**src/rtl/axi_rd_rr_arbiter.sv**
```systemverilog
// Round-robin arbiter sharing one AXI4 read channel (AR + R) among NREQ requesters.
// One burst is granted at a time; the grant is held until the last R beat.
module axi_rd_rr_arbiter #(
  parameter  int NREQ = 4,
  parameter  int AW   = 32,
  parameter  int DW   = 32,
  localparam int IDW  = $clog2(NREQ)
) (
  input  logic              clk,
  input  logic              rst,
  input  logic [NREQ-1:0]   s_arvalid,
  output logic [NREQ-1:0]   s_arready,
  input  logic [NREQ*AW-1:0] s_araddr,
  input  logic [NREQ*8-1:0] s_arlen,
  input  logic [NREQ*3-1:0] s_arsize,
  output logic [NREQ-1:0]   s_rvalid,
  input  logic [NREQ-1:0]   s_rready,
  output logic [DW-1:0]     s_rdata,
  output logic [1:0]        s_rresp,
  output logic              s_rlast,
  output logic              m_arvalid,
  input  logic              m_arready,
  output logic [AW-1:0]     m_araddr,
  output logic [7:0]        m_arlen,
  output logic [2:0]        m_arsize,
  output logic [1:0]        m_arburst,
  input  logic              m_rvalid,
  output logic              m_rready,
  input  logic [DW-1:0]     m_rdata,
  input  logic [1:0]        m_rresp,
  input  logic              m_rlast,
  output logic [IDW-1:0]    grant_id,
  output logic              busy,
  output logic              proto_err
);

  typedef enum logic [1:0] {
    S_IDLE = 2'd0,
    S_ADDR = 2'd1,
    S_DATA = 2'd2
  } state_t;

  state_t         r_state;
  state_t         w_state_next;
  logic [IDW-1:0] r_grant_id;
  logic [IDW-1:0] r_last_grant;
  logic [7:0]     r_arlen;
  logic [7:0]     r_beat_cnt;
  logic           r_proto_err;
  logic [IDW-1:0] w_pick;
  logic [IDW-1:0] w_cand;
  logic           w_pick_vld;
  logic           w_ar_hs;
  logic           w_r_beat;

  // Scan from farthest to nearest offset so the nearest requester after last_grant wins.
  always_comb begin
    w_pick     = '0;
    w_pick_vld = 1'b0;
    w_cand     = '0;
    for (int k = NREQ; k >= 1; k--) begin
      w_cand = IDW'((int'(r_last_grant) + k) % NREQ);
      if (s_arvalid[w_cand]) begin
        w_pick     = w_cand;
        w_pick_vld = 1'b1;
      end
    end
  end

  always_comb begin
    w_state_next = r_state;
    m_arvalid    = 1'b0;
    m_araddr     = '0;
    m_arlen      = '0;
    m_arsize     = '0;
    s_arready    = '0;
    s_rvalid     = '0;
    m_rready     = 1'b0;
    unique case (r_state)
      S_IDLE: begin
        if (w_pick_vld) w_state_next = S_ADDR;
      end
      S_ADDR: begin
        m_arvalid             = s_arvalid[r_grant_id];
        m_araddr              = s_araddr[int'(r_grant_id)*AW +: AW];
        m_arlen               = s_arlen[int'(r_grant_id)*8 +: 8];
        m_arsize              = s_arsize[int'(r_grant_id)*3 +: 3];
        s_arready[r_grant_id] = m_arready;
        if (s_arvalid[r_grant_id] && m_arready) w_state_next = S_DATA;
      end
      S_DATA: begin
        s_rvalid[r_grant_id] = m_rvalid;
        m_rready             = s_rready[r_grant_id];
        if (m_rvalid && s_rready[r_grant_id] && m_rlast) w_state_next = S_IDLE;
      end
      default: w_state_next = S_IDLE;
    endcase
  end

  assign w_ar_hs  = (r_state == S_ADDR) && m_arvalid && m_arready;
  assign w_r_beat = (r_state == S_DATA) && m_rvalid && m_rready;

  always_ff @(posedge clk or posedge rst) begin
    if (rst) begin
      r_state      <= S_IDLE;
      r_last_grant <= IDW'(NREQ - 1);
      r_grant_id   <= '0;
      r_arlen      <= '0;
      r_beat_cnt   <= '0;
      r_proto_err  <= 1'b0;
    end else begin
      r_state <= w_state_next;
      case (r_state)
        S_IDLE: begin
          if (w_pick_vld) begin
            r_grant_id <= w_pick;
            r_arlen    <= s_arlen[int'(w_pick)*8 +: 8];
          end
        end
        S_ADDR: begin
          if (w_ar_hs) r_beat_cnt <= '0;
        end
        S_DATA: begin
          if (w_r_beat) begin
            r_beat_cnt <= r_beat_cnt + 8'd1;
            if (m_rlast) begin
              r_last_grant <= r_grant_id;
              if (r_beat_cnt != r_arlen) r_proto_err <= 1'b1;
            end else if (r_beat_cnt == r_arlen) begin
              // Expected last beat arrived without rlast; keep draining until it shows up.
              r_proto_err <= 1'b1;
            end
          end
        end
        default: ;
      endcase
    end
  end

  assign m_arburst = 2'b01;
  assign s_rdata   = m_rdata;
  assign s_rresp   = m_rresp;
  assign s_rlast   = m_rlast;
  assign grant_id  = r_grant_id;
  assign busy      = (r_state != S_IDLE);
  assign proto_err = r_proto_err;

endmodule

```
**config.mk**
```make
export PLATFORM = sky130hd
export DESIGN_NAME = axi_rd_rr_arbiter
export DESIGN_NICKNAME = d
export VERILOG_FILES = /design/src/rtl/axi_rd_rr_arbiter.sv
export SDC_FILE = /design/constraint.sdc
export NUM_CORES = 1
export LEC_CHECK = 0
export CAP_MARGIN = 20
export CORE_AREA = 2 2 121 123
export DETAILED_ROUTE_END_ITERATION = 8
export DIE_AREA = 0 0 123 125
export GPL_TIMING_DRIVEN = 0
export PLACE_DENSITY = 0.71
export SLEW_MARGIN = 20
export SYNTH_ARGS = -nofsm -noshare
export SYNTH_HDL_FRONTEND = slang
export SYNTH_SLANG_ARGS = --single-unit
```
**constraint.sdc**
```tcl
create_clock -name clk -period 2.55 [get_ports clk]
set_clock_uncertainty 0.1 [all_clocks]
set_input_delay 0.3825 -clock clk [delete_from_list [all_inputs] [get_ports clk]]
set_output_delay 0.3825 -clock clk [all_outputs]
set_load 0.005 [all_outputs]
```
-- Word-level counts from Yosys, hierarchy flattened
Cells that the tools add are included.
- register bits after elaboration: 23
- bits of input ports: 219
- output and inout bits: 94
- word-level logic and storage cells: 90
- $add $sub $neg: 5
- multipliers: 1
- $lt $le $gt $ge: 6
- equal/unequal tests: 10
- shift-type cells: 4
- muxes and demuxes: 39
- bitwise operators: 2
- reductions and logical operators: 17
- operators with widths (cell ; count):
    $shiftx A128 B8 Y32 ; 1
    $shiftx A32 B6 Y8 ; 2
    $mux W32 ; 1
    $mux W8 ; 3
    $mux W1 ; 16
    $pmux W8 S2 ; 1
    $lt A2 B3 Y1 const B ; 5
    $mux W2 ; 7
    $bmux W1 S2 ; 6
    $shiftx A12 B5 Y3 ; 1
    $ne A2 B2 Y1 const B ; 5
    $reduce_and A3 Y1 ; 3
    $add A8 B1 Y8 const B ; 1
    $and A4 B4 Y4 ; 2
    $eq A8 B8 Y1 ; 1
    $logic_and A1 B1 Y1 ; 8
    $mux W4 ; 2
    $ne A8 B8 Y1 ; 1
    $pmux W2 S3 ; 1
    $reduce_bool A2 Y1 ; 3
    $add A2 B1 Y2 const B ; 2
    $add A2 B2 Y2 const B ; 2
    $mul A2 B2 Y4 const B ; 1
    $reduce_and A4 Y1 ; 1
    8 further kinds ; 8

-- Longest topological paths before layout
Gate-level depths: netlist of the first run.
- word-level depth: 9
- mapped depth: 8
- gate-level depth less buffers: 5

-- Least setup slack after synthesis of the first run
OpenSTA, ideal clock, no wires.
- path type: flip-flop to output port
- start: register r_grant_id[1], in the netlist grant_id[1]
- end: output m_araddr[0]
- arrival time: 1597 ps
- required time: 2068 ps
- path slack: 471 ps
- cell stages (with the launch flop): 6
- buffers on the path: 3
- path through: dfrtp_1 buf_2 buf_1 buf_2 mux4_2 and2_1
- word-level cells in the longest chain between the ends: 2
- RTL lines (what ; line ; text):
    start, declared ; 45 ; logic [IDW-1:0] r_grant_id;
    start signal, assigned ; 116 ; r_grant_id <= w_pick;
    $shiftx A128 B8 Y32 ; 85 ; m_araddr = s_araddr[int'(r_grant_id)*AW +: AW];
    $mux W32 ; 79 ; unique case (r_state)
    end, declared ; 23 ; output logic [AW-1:0] m_araddr,
No other way between the ends.

-- Worst setup path after layout of the first run
- start: register r_grant_id[0], in the netlist grant_id[0]
- end: output m_rready
- word-level cells in the longest chain between the ends: 3
- RTL lines (what ; line ; text):
    $bmux W1 S2 ; 93 ; m_rready = s_rready[r_grant_id];
    $mux W1 (implied by the code) ; 93 ;
    $mux W1 ; 79 ;
    end, declared ; 28 ; output logic m_rready,
No other way between the ends. The select of a mux whose other input is x is not followed.

==> run summary, run 1 <==
Share of cells above drive strength 1 - 0.215
HPWL after DPL - 12300 um
Cell Pwr Density - 784 nW/um^2
Fmax achieved - 388 MHz
Worst setup SP type - flip-flop
Root buf cell - clkbuf_16
Path depth of the worst reg2reg path - 8
Ys async rst share - 1.00
TritonCTS clock tree - built
DIE WIDTH - 123 um
Register area share after synthesis - 0.187
Initial antenna violation count - 0
Hold_ws - 0.358 ns
Arr. time, crit path - 2.09 ns
Antenna Cells - 0
TritonRoute pass-1 iters - 5
Gp weighted congestion - 0.917
Worst-path cell chain - buf_6 > buf_4 > mux4_2 > and2_1 > clkdlybuf4s50_1
Worst setup path endpoint - m_rready
First-pass GRT wire length - 21400 um
Placed cell area - 6090 um^2
WP buf/inv - 3
Final net count - 816
Worst setup path startpoint - grant_id[0]$_DFFE_PP0P_
Layout area overhead - 108%
Rel. slew slack - 0.420
Post-Syn Area - 3100 um^2
Vias - 3663
Status - finished, violations left
Reg2reg end - r_beat_cnt[5]$_DFFE_PP0P_
Maximum number of pins on one net before global-route repair - 24
CP Depth - 5
Die Y - 125 um
# DRC - 0
Max Transition Viols Final - 0
FF-to-FF setup slack - 0.33 ns
Type of the worst min-delay path - flip-flop to flip-flop
Initial Utilization - 0.218
Netlist cell types - 40
CP max-delay cell - mux4_2
Routed WL - 14800 um
CP max stage delay - 0.53 ns
Die ar. - 15400 um^2
Final Hold Viols - 0
Cell taking the most area after synthesis - mux4_2
Insertion delay to the later sink of the worst-skew pair - 0.25 ns
Gate count of the mapped netlist - 304
Worst-Margin Slew - 0.869 ns
Top-Level Pins - 313
Average wire per standard cell - 19.0 um
R2r startpoint - grant_id[0]$_DFFE_PP0P_
Hold depth - 1
Main synth FF type - dfrtp_1
Hold-fix buffers, CTS - 0
Syn_area_per_cell - 10.2 um^2
Critical Path RT - 2.07 ns
DRT antenna net count - 0
Pleak - 2.90 nW
Post-synth top cells - and2_1, mux4_2, buf_4
Vias in the first global route - 3892
All-Layer GR Usage - 0.181
Worst path top cell family by delay - buffers and inverters
Flops & latches, synth - 23
Syn nets - 524
Clock-pin slew on the worst setup and hold paths - 0.06 ns
Synth area leaders - mux4_2, dfrtp_1, buf_4
Max rail drop VDD - 0.000293 V
Endpoints failing setup - 2
RSZ-0062 raised after global routing - true
CTS Buf Count - 3
Bufs on Longest Clock Path - 2
Syn. warnings - 0
Failing checks - negative setup slack
Kind of critical path - flip-flop to output port
CTS H-tree lvls - 1
Total gr overflow - 0
Setup WS post-layout - -0.0254 ns
Number of cell rows - 44
Crit path time final - 2.58 ns
Yosys top cell area share - 0.327
Core ar. - 14200 um^2
Tcrit/Tclk final - 1.01
Avg Vias per Cell - 4.70
Post-synth EDFFs - 0
Final instance area - 6450 um^2
Total of max-cap violations - 0
Most frequent cell after synthesis - and2_1
Drt first-iter violations - 161
Port bufs - 276
Crit path max fanout - 6
Clock Sinks - 23
CP Capture Type - output port
per-stage QoR:
step | std cells | TNS, ns | power [W] | worst slack (ns) | utilization
2_1_floorplan | 304 | 0 | 0.00262 | 0.471 | -
3_3_place_gp | 764 | -26.16 | 0.00445 | -0.633 | 0.429
3_5_place_dp | 764 | -28.07 | 0.00450 | -0.670 | 0.429
4_1_cts | 774 | -1.13 | 0.00507 | -0.0731 | 0.445
5_1_grt | 779 | -0.832 | 0.00544 | -0.104 | 0.454
6_report | 779 | -0.0424 | 0.00506 | -0.0254 | 0.454
cell type report:
class                           count  area (um^2)
Buffer                             60          520
Fill cell                        1360         7750
Sequential cell                    23          579
Tap cell                          184          230
Multi-Input combinational cell    217         2130
Inverter                            3         11.3
Timing Repair Buffer              288         2910
Clock buffer                        4         78.8
registers in the layout, summed over array words and instances (netlist names):
signal and count:
r_arlen 8, r_beat_cnt 8, grant_id 2, r_last_grant 2, r_state 2, proto_err 1
kinds of logic after synthesis:
group / share of synthesized area
and+or+nand+nor: 0.181
muxes: 0.389
buffers and inverters: 0.133
AOI/OAI and AO/OA: 0.0783
DFF: 0.187
xor gates and xnor gates: 0.0254
other: 0.00242
adders and majority gates: 0.00404
worst min path at each step:
stage,from,end
after global placement,proto_err$_DFFE_PP0P_,proto_err$_DFFE_PP0P_
after detailed placement,proto_err$_DFFE_PP0P_,proto_err$_DFFE_PP0P_
after global routing,proto_err$_DFFE_PP0P_,proto_err$_DFFE_PP0P_
final,proto_err$_DFFE_PP0P_,proto_err$_DFFE_PP0P_
after CTS,proto_err$_DFFE_PP0P_,proto_err$_DFFE_PP0P_
after floorplan,rst,grant_id[0]$_DFFE_PP0P_
metal layers:
metal	track usage	routed length (um)
met1	0.237	5930
met2	0.306	7150
met4	0.0368	282
met5	0	0
met3	0.0388	1440
worst register-to-register path, delay by kind of cell, from the launching register on:
kind / cells / cell delay (ns)
simple gates: 1 / 0.21
mux: 1 / 0.53
compound gates: 3 / 0.42
buf+inv: 3 / 0.47
flops: 1 / 0.37
layout by cell type, fill, tap and decap left out, types with 2 or more instances in the layout:
cell	count
a21oi_1	2
a31oi_1	2
and2_1	46
and3_1	3
buf_12	4
buf_4	54
buf_6	5
clkbuf_1	3
clkbuf_16	3
clkbuf_2	2
clkbuf_8	2
clkdlybuf4s50_1	243
conb_1	2
dfrtp_1	20
dfstp_2	2
dlygate4sd2_1	7
dlymetal6s2s_1	25
inv_1	3
mux2_2	2
mux2i_1	17
mux4_2	45
nand2_1	25
nand2b_1	5
nand3_1	3
nor2_1	13
nor3_1	4
nor4_1	2
o21ai_0	5
o21ai_1	9
o221ai_1	8
xor2_1	8
where the power goes:
part | internal (W) | leakage [nW] | switching [W] | total [W]
combinational | 0.00248 | 2.57 | 0.00162 | 0.00410
clock | 0.000213 | 0.0382 | 0.000123 | 0.000336
sequential | 0.000503 | 0.291 | 0.000117 | 0.000620
repair_timing:
| item | in CTS | in global routing |
|---|---|---|
| gates cloned | 0 | 0 |
| resized for setup | 48 | 35 |
| setup buffers | 6 | 6 |
| pin swaps | 0 | 0 |
| endpoints found under the setup margin | 52 | 47 |
Note: power is estimated with default switching activity, not from simulation.
==> run 2: changes to the inputs <==
--- a/config.mk
+++ b/config.mk
@@ -7,6 +7,7 @@
 export LEC_CHECK = 0
 export CAP_MARGIN = 20
 export CORE_AREA = 2 2 121 123
+export CTS_CLUSTER_DIAMETER = 80
 export DETAILED_ROUTE_END_ITERATION = 8
 export DIE_AREA = 0 0 123 125
 export GPL_TIMING_DRIVEN = 0
==> results of run 2 <==
Final layout, timing and power as in run 1 (identical DEF).
